--- src/rtl/zynq_drain_pkg.sv ---
// Shared definitions for the Zynq-side readout FIFO drain.
//   - FSM state encoding (IDLE, REQ, HDR, DATA, DONE)
//   - default header tag, abort word and sample-count width
package zynq_drain_pkg;

    localparam int          CNT_W_DEF   = 12;
    localparam logic [15:0] HDR_TAG_DEF = 16'hA5C3;
    localparam logic [15:0] ABORT_WORD  = 16'hDEAD;

    typedef enum logic [2:0] {
        ST_IDLE = 3'd0,
        ST_REQ  = 3'd1,
        ST_HDR  = 3'd2,
        ST_DATA = 3'd3,
        ST_DONE = 3'd4
    } state_t;

endpackage

--- src/rtl/drain_pack16to32.sv ---
// Half-beat packer with a one-entry registered stream output.
// Ports:
//   clk, rst_n           clock, async active-low reset
//   load_hdr, hdr_word   place a header beat in the output register
//   push, push_data      one 16-bit sample popped from the FIFO this cycle
//   push_last            the pushed sample is the final sample of the frame
//   abort                flush a held half (or the abort word) as the last beat
//   m_tready             downstream ready
//   m_tdata/m_tvalid/m_tlast  registered stream outputs
//   slot_free            output register is empty or is being accepted now
// Callers only assert load_hdr / push / abort while slot_free is high.
module drain_pack16to32
    import zynq_drain_pkg::*;
#(
    parameter int DATA_W = 16
) (
    input  logic              clk,
    input  logic              rst_n,
    input  logic              load_hdr,
    input  logic [31:0]       hdr_word,
    input  logic              push,
    input  logic [DATA_W-1:0] push_data,
    input  logic              push_last,
    input  logic              abort,
    input  logic              m_tready,
    output logic [31:0]       m_tdata,
    output logic              m_tvalid,
    output logic              m_tlast,
    output logic              slot_free
);

    logic [31:0]       tdata_r;
    logic              tvalid_r;
    logic              tlast_r;
    logic [DATA_W-1:0] half_r;
    logic              half_valid_r;
    logic              fire_s;

    assign fire_s    = tvalid_r & m_tready;
    assign slot_free = ~tvalid_r | m_tready;
    assign m_tdata   = tdata_r;
    assign m_tvalid  = tvalid_r;
    assign m_tlast   = tlast_r;

    // Output register and half-beat holding register; a new beat may replace
    // one that is being accepted in the same cycle.
    always_ff @(posedge clk or negedge rst_n) begin
        if (!rst_n) begin
            tdata_r      <= 32'h0000_0000;
            tvalid_r     <= 1'b0;
            tlast_r      <= 1'b0;
            half_r       <= '0;
            half_valid_r <= 1'b0;
        end else if (load_hdr) begin
            tdata_r      <= hdr_word;
            tvalid_r     <= 1'b1;
            tlast_r      <= 1'b0;
            half_valid_r <= 1'b0;
        end else if (abort) begin
            // A held lower half goes out alone; otherwise mark the frame as aborted.
            tdata_r      <= half_valid_r ? {16'h0000, half_r} : {ABORT_WORD, 16'h0000};
            tvalid_r     <= 1'b1;
            tlast_r      <= 1'b1;
            half_valid_r <= 1'b0;
        end else if (push && half_valid_r) begin
            tdata_r      <= {push_data, half_r};
            tvalid_r     <= 1'b1;
            tlast_r      <= push_last;
            half_valid_r <= 1'b0;
        end else if (push && push_last) begin
            // Odd-length frame: final sample rides alone in the lower half.
            tdata_r      <= {16'h0000, push_data};
            tvalid_r     <= 1'b1;
            tlast_r      <= 1'b1;
        end else if (push) begin
            half_r       <= push_data;
            half_valid_r <= 1'b1;
            if (fire_s) begin
                tvalid_r <= 1'b0;
            end else begin
                tvalid_r <= tvalid_r;
            end
        end else if (fire_s) begin
            tvalid_r <= 1'b0;
        end else begin
            tvalid_r <= tvalid_r;
        end
    end

endmodule

--- src/rtl/zynq_fifo_drain.sv ---
// Zynq-side consumer of the multi-channel readout FIFO.
// Requests a read window from the readout controller, pops exactly the
// latched number of samples and streams them as a header beat followed by
// 32-bit beats of two packed samples.
// Ports:
//   clk, rst_n        clock, async active-low reset
//   start             software read request (pulse)
//   fifo_count/fifo_empty/fifo_dout/fifo_rd   FWFT readout FIFO
//   fifo_rd_en        controller read-window grant
//   zynq_rd_rq        read request to controller
//   howmany_left      samples still to pop
//   m_tdata/m_tvalid/m_tready/m_tlast         stream to the DMA
//   busy, err, frame_cnt                      status
module zynq_fifo_drain
    import zynq_drain_pkg::*;
#(
    parameter int               DATA_W    = 16,
    parameter int               CNT_W     = CNT_W_DEF,
    parameter logic [CNT_W-1:0] MAX_WORDS = 12'd2048,
    parameter int               TIMEOUT   = 256,
    parameter logic [15:0]      HDR_TAG   = HDR_TAG_DEF
) (
    input  logic              clk,
    input  logic              rst_n,
    input  logic              start,
    input  logic [CNT_W-1:0]  fifo_count,
    input  logic              fifo_empty,
    input  logic [DATA_W-1:0] fifo_dout,
    output logic              fifo_rd,
    input  logic              fifo_rd_en,
    output logic              zynq_rd_rq,
    output logic [CNT_W-1:0]  howmany_left,
    output logic [31:0]       m_tdata,
    output logic              m_tvalid,
    input  logic              m_tready,
    output logic              m_tlast,
    output logic              busy,
    output logic              err,
    output logic [15:0]       frame_cnt
);

    localparam int TO_W = (TIMEOUT > 1) ? $clog2(TIMEOUT) : 1;

    state_t           state_r;
    state_t           state_s;
    logic [CNT_W-1:0] n_r;
    logic [CNT_W-1:0] left_r;
    logic [CNT_W-1:0] n_clamp_s;
    logic [TO_W-1:0]  to_cnt_r;
    logic [15:0]      frame_cnt_r;
    logic             rq_r;
    logic             busy_r;
    logic             err_r;
    logic             accept_s;
    logic             load_hdr_s;
    logic             pop_s;
    logic             abort_s;
    logic             starve_s;
    logic             slot_free_s;
    logic             fire_s;

    assign fire_s       = m_tvalid & m_tready;
    assign fifo_rd      = pop_s;
    assign zynq_rd_rq   = rq_r;
    assign busy         = busy_r;
    assign err          = err_r;
    assign howmany_left = left_r;
    assign frame_cnt    = frame_cnt_r;

    // State register.
    always_ff @(posedge clk or negedge rst_n) begin
        if (!rst_n) begin
            state_r <= ST_IDLE;
        end else begin
            state_r <= state_s;
        end
    end

    // Next-state logic and per-cycle strobes.
    always_comb begin
        state_s    = state_r;
        accept_s   = 1'b0;
        load_hdr_s = 1'b0;
        pop_s      = 1'b0;
        abort_s    = 1'b0;
        n_clamp_s  = (fifo_count > MAX_WORDS) ? MAX_WORDS : fifo_count;
        // Starved cycle: data still owed, FIFO empty, and not held off by the stream.
        starve_s   = (state_r == ST_DATA) & fifo_empty & (left_r != '0) & slot_free_s;
        case (state_r)
            ST_IDLE: begin
                if (start && (fifo_count != '0)) begin
                    accept_s = 1'b1;
                    state_s  = ST_REQ;
                end else begin
                    state_s  = ST_IDLE;
                end
            end
            ST_REQ: begin
                if (fifo_rd_en) begin
                    load_hdr_s = 1'b1;
                    state_s    = ST_HDR;
                end else begin
                    state_s    = ST_REQ;
                end
            end
            ST_HDR: begin
                if (fire_s) begin
                    state_s = ST_DATA;
                end else begin
                    state_s = ST_HDR;
                end
            end
            ST_DATA: begin
                pop_s = ~fifo_empty & (left_r != '0) & slot_free_s;
                if (starve_s && (to_cnt_r == TO_W'(TIMEOUT - 1))) begin
                    abort_s = 1'b1;
                end else begin
                    abort_s = 1'b0;
                end
                // The frame ends when its tlast beat (normal or abort) is taken.
                if (fire_s && m_tlast) begin
                    state_s = ST_DONE;
                end else begin
                    state_s = ST_DATA;
                end
            end
            ST_DONE: begin
                state_s = ST_IDLE;
            end
            default: begin
                state_s = ST_IDLE;
            end
        endcase
    end

    // Frame length, remaining count, error flag and frame counter.
    always_ff @(posedge clk or negedge rst_n) begin
        if (!rst_n) begin
            n_r         <= '0;
            left_r      <= '0;
            err_r       <= 1'b0;
            frame_cnt_r <= 16'h0000;
        end else begin
            if (accept_s) begin
                n_r    <= n_clamp_s;
                left_r <= n_clamp_s;
                err_r  <= 1'b0;
            end else if (abort_s) begin
                left_r <= '0;
                err_r  <= 1'b1;
            end else if (pop_s) begin
                left_r <= left_r - {{(CNT_W-1){1'b0}}, 1'b1};
            end else begin
                left_r <= left_r;
            end
            if (state_r == ST_DONE) begin
                frame_cnt_r <= frame_cnt_r + 16'd1;
            end else begin
                frame_cnt_r <= frame_cnt_r;
            end
        end
    end

    // Starvation timer: counts consecutive starved cycles, frozen while stalled.
    always_ff @(posedge clk or negedge rst_n) begin
        if (!rst_n) begin
            to_cnt_r <= '0;
        end else if ((state_r != ST_DATA) || !fifo_empty || pop_s || abort_s || (left_r == '0)) begin
            to_cnt_r <= '0;
        end else if (starve_s) begin
            to_cnt_r <= to_cnt_r + {{(TO_W-1){1'b0}}, 1'b1};
        end else begin
            to_cnt_r <= to_cnt_r;
        end
    end

    // Registered handshake and status outputs, aligned with the state register.
    always_ff @(posedge clk or negedge rst_n) begin
        if (!rst_n) begin
            rq_r   <= 1'b0;
            busy_r <= 1'b0;
        end else begin
            rq_r   <= (state_s == ST_REQ);
            busy_r <= (state_s != ST_IDLE);
        end
    end

    drain_pack16to32 #(
        .DATA_W (DATA_W)
    ) u_pack (
        .clk       (clk),
        .rst_n     (rst_n),
        .load_hdr  (load_hdr_s),
        .hdr_word  ({HDR_TAG, 16'(n_r)}),
        .push      (pop_s),
        .push_data (fifo_dout),
        .push_last (left_r == {{(CNT_W-1){1'b0}}, 1'b1}),
        .abort     (abort_s),
        .m_tready  (m_tready),
        .m_tdata   (m_tdata),
        .m_tvalid  (m_tvalid),
        .m_tlast   (m_tlast),
        .slot_free (slot_free_s)
    );

endmodule

--- config.mk ---
export PLATFORM = sky130hd
export DESIGN_NAME = zynq_fifo_drain
export DESIGN_NICKNAME = d
export VERILOG_FILES = /design/src/rtl/zynq_drain_pkg.sv /design/src/rtl/drain_pack16to32.sv /design/src/rtl/zynq_fifo_drain.sv
export SDC_FILE = /design/constraint.sdc
export NUM_CORES = 1
export LEC_CHECK = 0
export CORE_MARGIN = 5
export CORE_UTILIZATION = 25
export DETAILED_ROUTE_END_ITERATION = 6
export PLACE_DENSITY = 0.52
export SLEW_MARGIN = 25
export SYNTH_ARGS = -nofsm -noshare
export SYNTH_HDL_FRONTEND = slang
export SYNTH_SLANG_ARGS = --single-unit
--- constraint.sdc ---
create_clock -name clk -period 7.5 [get_ports clk]
set_clock_uncertainty 0.1 [all_clocks]
set_input_delay 0.75 -clock clk [delete_from_list [all_inputs] [get_ports clk]]
set_output_delay 0.75 -clock clk [all_outputs]
set_load 0.02 [all_outputs]
==> Implementation_results.wiki <==
{| class="wikitable"
! Metric !! Value
|-
| Run status || complete, no violations
|-
| Ratio of cells with drive above 1 in the final layout || roughly 11%
|-
| Area added between synthesis and finish || 30.5%
|-
| Post-DP HPWL || between 10000 and 15000 microns
|-
| Vias in the first global route || roughly 4.3k
|-
| Finished Layout Cells || between 800 and 900
|-
| Vias after detailed routing || between 4k and 5k
|-
| WP buf/inv || 2
|-
| Number of setup buffers added after CTS || 0
|-
| Floorplan die area || roughly 23000 sq um
|-
| Synthesized area divided by synthesized cell count || between 10 and 15 sq um
|-
| Setup Crit Path Kind || in2out
|-
| Maximum vdd drop || approximately 180 uV
|-
| Slowest cell delay on critical path || around 750 ps
|-
| Transition time at the pin with the least slew margin || a little over 800 ps
|-
| Violation count after the first detailed-routing iteration || 224
|-
| Global route total overflow || 0
|-
| Data required time of the worst path || ~6700 ps
|-
| Number of search-and-repair iterations in the first detailed-routing pass || 4
|-
| CTS HTree Levels || 3
|-
| Worst path cell trace || clkdlybuf4s50_1 > nor2b_1 > or3_1 > nor2_1 > clkdlybuf4s50_1
|-
| CP startpoint kind || input port
|-
| Worst hold slack across all endpoints || 199 ps
|-
| Proportion of register bits with asynchronous set or reset after synthesis || 100%
|-
| Worst hold-check path type || in2async
|-
| Worst-case register-to-register setup slack || just over 4000 ps
|-
| Warnings from Yosys || 0
|-
| EDFF count, synth || 0
|-
| Count of state elements after synthesis || roughly 110
|-
| Depth of the worst register-to-register path || 7
|-
| Largest delay share family, worst path || simple AND/OR/NAND/NOR gates
|-
| Hold-fix buffer count after cts || 0
|-
| Most instantiated flip-flop cell in the synthesis netlist || sky130_fd_sc_hd__dfrtp_1
|-
| Cell seen most often among critical-path stages || sky130_fd_sc_hd__clkdlybuf4s50_1
|-
| Critical Path AT || approximately 3500 ps
|-
| Detailed Route WL || between 10000 and 15000 microns
|-
| Beginning of the worst register-to-register path || howmany_left[0]
|-
| Placed Instance Area || 6350 sq um
|-
| Logic depth of the worst path, buffers included || 5
|-
| Clk buf depth || 2
|-
| CTS tree || yes
|-
| DRC Markers || 0
|-
| Maximum fanout encountered on the critical timing path || 17
|-
| Min Tclk post-route || approximately 4400 ps
|-
| Average wire per standard cell || 16.8 microns
|-
| Number of I/O pins || 100
|-
| Peak Freq || around 230 MHz
|-
| Cell area power density || between 300 and 400 nW/um^2
|-
| Number of standard cells after synthesis || between 500 and 600
|-
| Width of the die || 153 microns
|-
| Core region area || ~20000 sq um
|-
| Most area-consuming cells after synthesis || sky130_fd_sc_hd__dfrtp_1, sky130_fd_sc_hd__mux2_2, sky130_fd_sc_hd__nand2_1
|-
| Leak Pwr || between 2 and 3 nW
|-
| Number of buffers added on ports || approximately 100
|-
| Critical path endpoint category || primary output
|-
| Finish-stage setup viols || 0
|-
| Clk_lat worst skew || between 300 and 400 ps
|-
| Vias per cell || about 4.8
|-
| Total instance count after detailed placement || about 860
|-
| Cell area after layout || about 6600 sq um
|-
| Sink Count || ~110
|-
| Final worst path period share || 58.5%
|-
| Share of the yosys chip area belonging to registers || between 50 and 60%
|-
| Cell type of the slowest stage on the worst timing path || sky130_fd_sc_hd__nor2_1
|-
| Synth top area share || between 50% and 60%
|-
| Clock-pin slew on the worst setup and hold paths || about 70 ps
|-
| Antenna violations before repair || 0
|-
| Cell row count || 52
|-
| Number of distinct library cells after synthesis || 62
|-
| Final Slew Violations || 0
|-
| Final Hold Viols || 0
|-
| Final #Nets || about 640
|-
| Setup repair after global routing missed its margin || no
|-
| Post-cts sizing count || 0
|-
| Clock Root Buffer || sky130_fd_sc_hd__clkbuf_16
|-
| Maximum number of pins on one net before global-route repair || just over 80
|-
| RD Place Congestion || 0.829
|-
| Worst setup path start || m_tready
|-
| Aggregate global-route resource usage || roughly an eighth
|-
| Largest area contributor in the synthesized netlist || sky130_fd_sc_hd__dfrtp_1
|-
| DRT antenna net count || 0
|-
| Initial standard-cell utilization of the core || about 25%
|-
| Count of inserted antenna diode cells || 0
|-
| Reg-to-reg endpoint || u_pack.half_r[15]
|-
| # Max-Cap Violations || 0
|-
| Worst slew margin relative to its limit || between 40% and 50%
|-
| Vertical die dimension || approximately 150 microns
|-
| Commonest cells after routing, fill and taps aside || sky130_fd_sc_hd__dfrtp_1, sky130_fd_sc_hd__clkdlybuf4s50_1, sky130_fd_sc_hd__nand2_1, sky130_fd_sc_hd__nor2_1, sky130_fd_sc_hd__a21oi_1
|-
| Number of buffers inserted during clock tree synthesis || 9
|-
| Post-synthesis cell area || ~5000 sq um
|-
| Endpoint of the worst setup timing path || fifo_rd
|-
| Sum Neg Setup Slack || 0 ps
|-
| Global-route wire length before repair || between 20000 and 25000 microns
|-
| Commonest non-fill, non-tap cell in the layout || sky130_fd_sc_hd__dfrtp_1
|-
| Synth Net Count || approximately 540
|}
==> synth_stat cells (3+ instances only) <==
master,instances
sky130_fd_sc_hd__and2_1,6
sky130_fd_sc_hd__a31oi_1,8
sky130_fd_sc_hd__nor3b_1,3
sky130_fd_sc_hd__nand2b_1,3
sky130_fd_sc_hd__inv_1,7
sky130_fd_sc_hd__clkbuf_1,9
sky130_fd_sc_hd__and4_1,3
sky130_fd_sc_hd__nor3_1,6
sky130_fd_sc_hd__o21a_1,3
sky130_fd_sc_hd__and3_1,4
sky130_fd_sc_hd__buf_2,9
sky130_fd_sc_hd__a21o_1,4
sky130_fd_sc_hd__dfrtp_1,105
sky130_fd_sc_hd__a22o_1,6
sky130_fd_sc_hd__a21oi_1,30
sky130_fd_sc_hd__xnor2_1,10
sky130_fd_sc_hd__mux2_2,28
sky130_fd_sc_hd__buf_6,4
sky130_fd_sc_hd__nor4_1,18
sky130_fd_sc_hd__a221o_1,8
sky130_fd_sc_hd__ha_1,4
sky130_fd_sc_hd__o21ai_1,15
sky130_fd_sc_hd__or3_1,4
sky130_fd_sc_hd__xor2_1,10
sky130_fd_sc_hd__a22oi_1,4
sky130_fd_sc_hd__nand4_1,6
sky130_fd_sc_hd__nor2b_1,3
sky130_fd_sc_hd__nand2_1,84
sky130_fd_sc_hd__nand3_1,13
sky130_fd_sc_hd__o21ai_0,18
sky130_fd_sc_hd__nor2_1,32
==> layout make-up <==
type	instances	area, sq um
inverters	7	26.3
clock inverters	5	42.5
multi-input cells	369	2320
well taps	270	338
clock buffers	11	253
fillers	2070	13500
repair buffers	105	1040
flip-flops and latches	105	2630
==> per-layer routing <==
metal / part of all wire, % / track usage (%) / wire length, microns
met2: 46 / 19.5 / 6790
met1: 48 / 16.9 / 6950
met5: 0 / 0 / 0
met4: 0.88 / 2.84 / 129
met3: 5.1 / 3.78 / 742
==> kinds of logic after synthesis <==
group / synth area share, %
buffers and inverters: 3.09
flip-flops: 51.6
adder cells (fa/ha/maj): 0.982
AO/OA/AOI/OAI: 14.8
XOR/XNOR: 3.44
AND/OR/NAND/NOR: 19.8
multiplexers: 6.38
==> where the power goes <==
part | switching (W) | leakage, nW | internal [W]
clock network | 0.000226 | 0.149 | 0.000249
registers | 0.000190 | 1.34 | 0.000773
logic | 0.000576 | 1.29 | 0.000504
total | 0.000992 | 2.79 | 0.00153
==> sequential cells by signal, summed over array words and instances, names as in the netlist, 3 cells and up <==
register        cells
howmany_left       12
frame_cnt          16
n_r                12
to_cnt_r            8
u_pack.m_tdata     32
u_pack.half_r      16
state_r             3
==> how the worst min path moves through the flow <==
stage / from / to / cells past startpoint
after floorplan: rst_n / busy / 0
after global placement: u_pack.m_tdata[18] / u_pack.m_tdata[18] / 2
after detailed placement: frame_cnt[15] / frame_cnt[15] / 1
after CTS: rst_n / to_cnt_r[2] / 1
after global routing: rst_n / frame_cnt[11] / 1
final: rst_n / frame_cnt[11] / 1
==> per-stage QoR <==
step,util (%),worst slack (ps),total power [W]
final,33.0,3110,0.00252
after floorplan,-,4790,0.00160
after detailed placement,31.5,3170,0.00206
after CTS,32.9,3160,0.00255
after global routing,33.0,2940,0.00268
after global placement,31.5,3210,0.00204
(Power assumes the default switching activity.)
